===== config.mk =====
export PLATFORM = sky130hd
export DESIGN_NAME = vga_frame_monitor
export DESIGN_NICKNAME = d
export VERILOG_FILES = /design/src/rtl/vga_frame_monitor.sv
export SDC_FILE = /design/constraint.sdc
export NUM_CORES = 1
export LEC_CHECK = 0
export ABC_AREA = 1
export CORE_MARGIN = 2
export CORE_UTILIZATION = 60
export CTS_BUF_LIST = sky130_fd_sc_hd__clkbuf_8
export DETAILED_ROUTE_END_ITERATION = 6
export GPL_TIMING_DRIVEN = 0
export PLACE_DENSITY_LB_ADDON = 0.05
export SYNTH_ARGS = -nofsm -noshare
export SYNTH_HDL_FRONTEND = slang
export SYNTH_SLANG_ARGS = --single-unit

===== constraint.sdc =====
create_clock -name clk_clk -period 3.2 [get_ports clk_clk]
set_clock_uncertainty 0.2 [all_clocks]
set_input_delay 0.64 -clock clk_clk [delete_from_list [all_inputs] [get_ports clk_clk]]
set_output_delay 0.64 -clock clk_clk [all_outputs]
set_load 0.01 [all_outputs]

===== src/rtl/vga_frame_monitor.sv =====
// vga_frame_monitor: measures VGA line/frame timing and an active-pixel
// checksum, publishes the results at every VS start and tracks whether
// consecutive frames are identical.
module vga_frame_monitor #(
   parameter int   CNT_W  = 12,
   parameter logic HS_POL = 1'b0,
   parameter logic VS_POL = 1'b0
) (
   input  logic             clk_clk,
   input  logic             reset_reset,
   input  logic             vga_HS,
   input  logic             vga_VS,
   input  logic             vga_BLANK,
   input  logic [7:0]       vga_R,
   input  logic [7:0]       vga_G,
   input  logic [7:0]       vga_B,
   input  logic             clear_err,
   output logic [CNT_W-1:0] h_total,
   output logic [CNT_W-1:0] h_active,
   output logic [CNT_W-1:0] v_total,
   output logic [CNT_W-1:0] v_active,
   output logic [31:0]      frame_csum,
   output logic             frame_done,
   output logic             locked,
   output logic             err_mismatch,
   output logic             err_overflow
);
   localparam logic [CNT_W-1:0] CMAX = '1;
   localparam logic [CNT_W-1:0] ONE  = {{(CNT_W-1){1'b0}}, 1'b1};

   typedef enum logic [1:0] {SEARCH, MEASURE, TRACK} state_t;
   state_t state;

   logic             hs_r, vs_r, hs_q, vs_q, blank_r;
   logic [23:0]      rgb_r;
   logic [CNT_W-1:0] hcnt, acnt, line_len, ha_cand, lcnt, alcnt;
   logic [31:0]      csum;
   logic             hs_start, vs_start, ovf, match;
   logic [CNT_W-1:0] len_nx, ha_nx, lcnt_nx, alcnt_nx;

   function automatic logic [CNT_W-1:0] sat_inc(input logic [CNT_W-1:0] v);
      return (v == CMAX) ? v : v + ONE;
   endfunction

   // Register every video input once; hs_q/vs_q hold the previous copy for edge detection.
   always_ff @(posedge clk_clk) begin
      if (reset_reset) begin
         hs_r    <= ~HS_POL;
         vs_r    <= ~VS_POL;
         hs_q    <= ~HS_POL;
         vs_q    <= ~VS_POL;
         blank_r <= 1'b0;
         rgb_r   <= '0;
      end else begin
         hs_r    <= vga_HS;
         vs_r    <= vga_VS;
         hs_q    <= hs_r;
         vs_q    <= vs_r;
         blank_r <= vga_BLANK;
         rgb_r   <= {vga_R, vga_G, vga_B};
      end
   end

   assign hs_start = (hs_r == HS_POL) && (hs_q != HS_POL);
   assign vs_start = (vs_r == VS_POL) && (vs_q != VS_POL);

   // Frame values including the line closed this cycle, so a coincident HS start lands in the published frame.
   always_comb begin
      len_nx   = line_len;
      ha_nx    = ha_cand;
      lcnt_nx  = lcnt;
      alcnt_nx = alcnt;
      if (hs_start) begin
         len_nx  = hcnt;
         lcnt_nx = sat_inc(lcnt);
         if (acnt != '0) begin
            alcnt_nx = sat_inc(alcnt);
            ha_nx    = acnt;
         end
      end
   end

   assign ovf   = (hcnt == CMAX) || (acnt == CMAX) || (lcnt == CMAX) || (alcnt == CMAX);
   assign match = (len_nx == h_total) && (ha_nx == h_active) && (lcnt_nx == v_total) &&
                  (alcnt_nx == v_active) && (csum == frame_csum);

   // Line counters run freely; frame accumulators restart at every VS start.
   always_ff @(posedge clk_clk) begin
      if (reset_reset) begin
         hcnt     <= '0;
         acnt     <= '0;
         line_len <= '0;
         ha_cand  <= '0;
         lcnt     <= '0;
         alcnt    <= '0;
         csum     <= '0;
      end else begin
         if (hs_start) begin
            hcnt <= ONE;
            acnt <= {{(CNT_W-1){1'b0}}, blank_r};
         end else begin
            hcnt <= sat_inc(hcnt);
            if (blank_r) acnt <= sat_inc(acnt);
         end
         line_len <= len_nx;
         if (vs_start) begin
            ha_cand <= '0;
            lcnt    <= '0;
            alcnt   <= '0;
            csum    <= '0;
         end else begin
            ha_cand <= ha_nx;
            lcnt    <= lcnt_nx;
            alcnt   <= alcnt_nx;
            if (blank_r) csum <= {csum[30:0], csum[31]} ^ {8'h00, rgb_r};
         end
      end
   end

   // Lock FSM: publishes results, compares against the previous frame, keeps sticky errors.
   always_ff @(posedge clk_clk) begin
      if (reset_reset) begin
         state        <= SEARCH;
         h_total      <= '0;
         h_active     <= '0;
         v_total      <= '0;
         v_active     <= '0;
         frame_csum   <= '0;
         frame_done   <= 1'b0;
         locked       <= 1'b0;
         err_mismatch <= 1'b0;
         err_overflow <= 1'b0;
      end else begin
         frame_done <= 1'b0;
         if (clear_err) begin
            err_mismatch <= 1'b0;
            err_overflow <= 1'b0;
         end
         if (ovf) begin
            state        <= SEARCH;
            locked       <= 1'b0;
            err_overflow <= 1'b1;
         end else if (vs_start) begin
            case (state)
               SEARCH: state <= MEASURE;
               MEASURE, TRACK: begin
                  h_total    <= len_nx;
                  h_active   <= ha_nx;
                  v_total    <= lcnt_nx;
                  v_active   <= alcnt_nx;
                  frame_csum <= csum;
                  frame_done <= 1'b1;
                  if (state == TRACK) begin
                     locked <= match;
                     if (!match) err_mismatch <= 1'b1;
                  end
                  state <= TRACK;
               end
               default: state <= SEARCH;
            endcase
         end
      end
   end
endmodule


# After elaboration in Yosys (flattened, before gate mapping)
# Cells that the tools add are included.
# W data, S select, Z words.
# word_totals
regBits	219
latchBits	0
ramBits	0
rom_bits	0
in_bits	30
output_inout_bits	84
n_memories	0
# classes
addsub	4
multipliers	0
div_mod_pow	0
order_cmp	0
n_eq_ne	13
shifts	0
mux	23
bitwise	6
n_reduce_logical	22
# ops
cell	n
$mux W12	8
$add A12 B1 Y12 const B	4
$eq A12 B12 Y1	4
$eq A12 B12 Y1 const B	4
$eq A32 B32 Y1	1
$xor A32 B24 Y32	1
$mux W1	14
$reduce_bool A12 Y1	1
$reduce_or A2 Y1	4
$logic_and A1 B1 Y1	6
$reduce_and A3 Y1	2
$not A1 Y1	5
$ne A2 B2 Y1 const B	2
$pmux W2 S2	1
$reduce_and A2 Y1	2
$reduce_bool A2 Y1	2
$logic_or A1 B1 Y1	3
$reduce_or A3 Y1	1
$eq A2 B1 Y1 const B	1
$eq A2 B2 Y1 const B	1
$logic_not A2 Y1	1

# Longest topological paths before layout
# depth
depth_word	13
depth_mapped	18
depth_no_buf	18

# Worst setup path before layout
# No wires, ideal clock.
# synth_path
path_kind	reg2reg
startpoint	reg lcnt[0]
endpoint	reg err_mismatch
arrival_ns	1.900
setup_slack_ns	0.968
stages_incl_launch_ff	19
period_less_slack_ns	2.232
path_cell_list	dfxtp_1 -> ha_1 -> buf_2 -> nand2_1 -> nor2_1 -> nand3_1 -> buf_4 -> nand3_1 -> nand2_1 -> nand2_1 -> nand2_1 -> nor2_1 -> nand2_1 -> nor2_1 -> nand3_1 -> nor2_1 -> nand2_1 -> nand2_1 -> a21oi_1
# synth_between
elab_chain_cells	12
word_cells_on_any_way	15
classes_between	add/sub (1); eq/ne (2); mux (7); reduce/logical (5)
# synth_rtl
item	line	text
start: declaration	36	logic [CNT_W-1:0] hcnt, acnt, line_len, ha_cand, lcnt, alcnt;
start signal: assignment	113	lcnt <= lcnt_nx;
$add A12 B1 Y12 or $eq A12 B12 Y1 (tied branches)	42, 83	
$mux W12	42	return (v == CMAX) ? v : v + ONE;
$mux W12	73	if (hs_start) begin
$eq A12 B12 Y1	84	assign match = (len_nx == h_total) && (ha_nx == h_active) && (lcnt_nx == v_total) &&
$logic_and A1 B1 Y1 (2 in a row)	84	
$logic_and A1 B1 Y1	85	(alcnt_nx == v_active) && (csum == frame_csum);
$mux W1	155	if (!match) err_mismatch <= 1'b1;
$mux W1	153	if (state == TRACK) begin
$mux W1	144	case (state)
$mux W1	143	end else if (vs_start) begin
$mux W1 *	139	if (ovf) begin
end signal: assignment	131	err_mismatch <= 1'b0;
end signal: assignment	136	err_mismatch <= 1'b0;
end signal: assignment	155	
end: declaration	25	output logic err_mismatch,
# Every way passes the cells marked *; elsewhere a longest branch is shown, timed or not.
# A chain may end at the register's enable or synchronous reset.

# Worst setup path in the final report
# layout_path
startpoint	reg lcnt[0]
endpoint	reg h_active[0]
# layout_between
elab_chain_cells	5
# layout_rtl
item	line	text
$eq A12 B12 Y1	83	assign ovf = (hcnt == CMAX) || (acnt == CMAX) || (lcnt == CMAX) || (alcnt == CMAX);
$logic_or A1 B1 Y1 (2 in a row)	83	
$not A1 Y1 (no line)	n/a	
$reduce_and A3 Y1 (no line)	n/a	
end signal: assignment	148	h_active <= ha_nx;
end: declaration	19	output logic [CNT_W-1:0] h_active,
# Every way passes these cells.

==> metrics <==
CP bufs+invs=3; Area growth syn-to-layout=20.5%; Setup WS pre-CTS=~0.34 ns; share of layout cells above drive strength 1=under 10%; crit path setup slack, layout=about 0.30 ns; Clock Path Buffers=3; Setup violations, final=0; Via Count=around 10000; die area=18500 um2; Synth async-reset ratio=0%; DRC viols=0; Gate power share=12.1%; Largest regs=csum x32, frame_csum x32, rgb_r x24; Post-synth EDFFs=0; total grt overflow=0; critical path type=reg2reg; net switching power figure=1690 uW; ANT nets after route=0; pin slew with the least headroom to its limit=roughly 0.83 ns; critical path's most frequent cell=nor2_1; worst min path class=reg2reg; Non-Filler Instances=between 1500 and 2000; Max Cap Viol=0; internal power=approximately 4500 uW; Post-Syn Instances=about 1500; number of cells after detailed placement=1872; fin crit share=between 90% and 100%; Synth top area share=a little over two fifths; Yosys reg bits=roughly 220; clock sink count=~220; Lkg Pwr=roughly 0.0055 uW; Clock power frac=approximately two fifths; Netlist cell types=35; Ys Warns=0; largest net degree at the start of global routing=11; Placed Area=11800 um2; Switching Fraction=between 20% and 30%; clk_lat worst skew=between 0.5 and 0.6 ns; final slew viol count=0; Slowest-stage cell, CP=clkbuf_1; root buffer cell=clkbuf_8; max frequency=around 340 MHz; crit-path cells=ha_1 -> buf_2 -> nand2_1 -> nor2_1 -> nand3_1 -> buf_4 -> nand4_2 -> nor2_4 -> clkbuf_1 -> nor2_1 -> a211oi_1; crit path DAT=about 3.1 ns; outcome=finished, final reports clean; Final Hold Viols=0; crit-path max cell delay=0.54 ns; synth top area cells=dfxtp_1, nand2_1, inv_1; RSZ-0062 raised after global routing=no; Slew Limit Headroom=roughly 44%; dpl hpwl=between 20000 and 25000 um; Routed Wire Length=between 20000 and 30000 um; cell with the most instances after synthesis=nand2_1; Vias/cell=5.35; Core Footprint=between 15000 and 20000 um2; first-pass GRT wire length=between 40000 and 50000 um; setup bufs post-CTS=0; initial antenna violation count=0; Avg Inst Size Synth=~6.8 um2; DR pass1 iterations=6; num ports=~110; Setup TNS=0 ns; Tot Pwr=6180 uW; Iter 0 DRT Violations=about 730; # diodes=0; TritonCTS Buffers=38; PortBufs=between 100 and 150; Worst Setup End Kind=flip-flop; sequential fraction of design power=a little under half; CTS tree=built; Row Count=48; top_reg_cell synth=dfxtp_1; vias in the first global route=about 9600; minimum clock period=between 2 and 3 ns; critical path launch point type=flip-flop; syn nets=1572; Max H-tree Level=2; gp weighted congestion=0.945; die span in x=between 100 and 150 um; design area=approximately 13000 um2; Starting Density=60.7%; gr usage total=a little under a third; Syn Std Cell Area=between 10000 and 15000 um2; hold buffers post-CTS=0; required time worst endpoint=~3.4 ns; largest area contributor in the netlist=dfxtp_1; Die Ht=roughly 140 um; Clock transition at path regs=around 0.07 ns; final net count=between 1500 and 2000; post-synthesis sequential area ratio=42.0%; synth cell count leaders=nand2_1, dfxtp_1, inv_1, nor2_1, a21oi_1; pwr dens=between 400 and 500 nW/um2; Peak VDD IR=between 0.0003 and 0.0004 V; worst-path maximum fanout=10; PostCTS Resize Cnt=0; Top delay family on crit path=simple AND/OR/NAND/NOR gates; Avg WL per Cell=15.0 um
==> cells in the final DEF (no fill, tap or decap), types with 2 or more instances in the layout <==
master and count:
or2_2 2, buf_2 14, clkinv_2 5, nand2_1 380, buf_6 4, a21oi_1 108
clkbuf_8 42, xor2_1 14, buf_4 9, nand3b_1 25, clkbuf_1 34, nand3_2 4
ha_1 7, a211oi_1 23, o21ai_0 98, inv_2 4, nand4_1 28, xnor2_1 25
nor2_2 2, nand2_2 3, nor2_1 189, dfxtp_1 219, clkdlybuf4s50_1 112, bufinv_16 2
nand3_1 95, nor2_4 2, nor3_1 16, inv_1 233
==> logic make-up (layout without fill, tap and decap cells) <==
family / Yosys count / count (layout) / share of synthesized area, %
AND/OR/NAND/NOR: 753 / 753 / 31.0
buffers and inverters: 285 / 462 / 11.0
flip-flops: 219 / 219 / 42.0
XOR/XNOR: 39 / 39 / 3.27
AO/OA/AOI/OAI: 232 / 232 / 11.8
adder cells (fa/ha/maj): 7 / 7 / 0.839
==> layer usage <==
layer,global-route usage (%),up-vias,routed length (um)
met1,40.0,4730,12200
met5,0,-,0
li1,-,5168,-
met4,14.8,0,1130
met2,52.2,386,13400
met3,5.63,84,2240
==> stage by stage <==
step / utilization [%] / hold WS (ns)
2_1_floorplan: - / 0.192
3_3_place_gp: 68.9 / 0.200
3_5_place_dp: 68.9 / 0.208
4_1_cts: 73.2 / 0.223
5_1_grt: 73.2 / 0.236
6_report: 73.2 / 0.221
==> power by group through the flow <==
stage / Sequential, uW / Combinational [uW] / Clock [uW]
detailed placement: 2970 / 738 / 0
finish: 2910 / 750 / 2520
floorplan: 2970 / 452 / 0
global placement: 2970 / 720 / 0
global route: 2920 / 835 / 2660
CTS: 2910 / 744 / 2540
==> final timing paths <==
check	startpoint	to	slack, ns	cells past startpoint
setup / recovery	lcnt[0]	h_active[0]	0.30	11
setup reg to reg	lcnt[0]	h_active[0]	0.30	11
hold / removal	vs_r	vs_q	0.22	2
hold reg to reg	vs_r	vs_q	0.22	2
==> area by class of cell <==
| type | count | area (um2) |
|---|---|---|
| plain buffers | 62 | 314 |
| clock buffers | 42 | 578 |
| clock inverters | 23 | 156 |
| fillers | 1472 | 4610 |
| inverters | 223 | 837 |
| multi-input cells | 1031 | 4900 |
| flip-flops and latches | 219 | 4380 |
| well taps | 225 | 282 |
| repair buffers | 112 | 1120 |
==> worst min-delay path, stage by stage (launching register included) <==
cell and delay, ns:
dfxtp_1 0.30, inv_1 0.04, nand2_1 0.05
No activity file was read; power rests on OpenSTA's default activity.
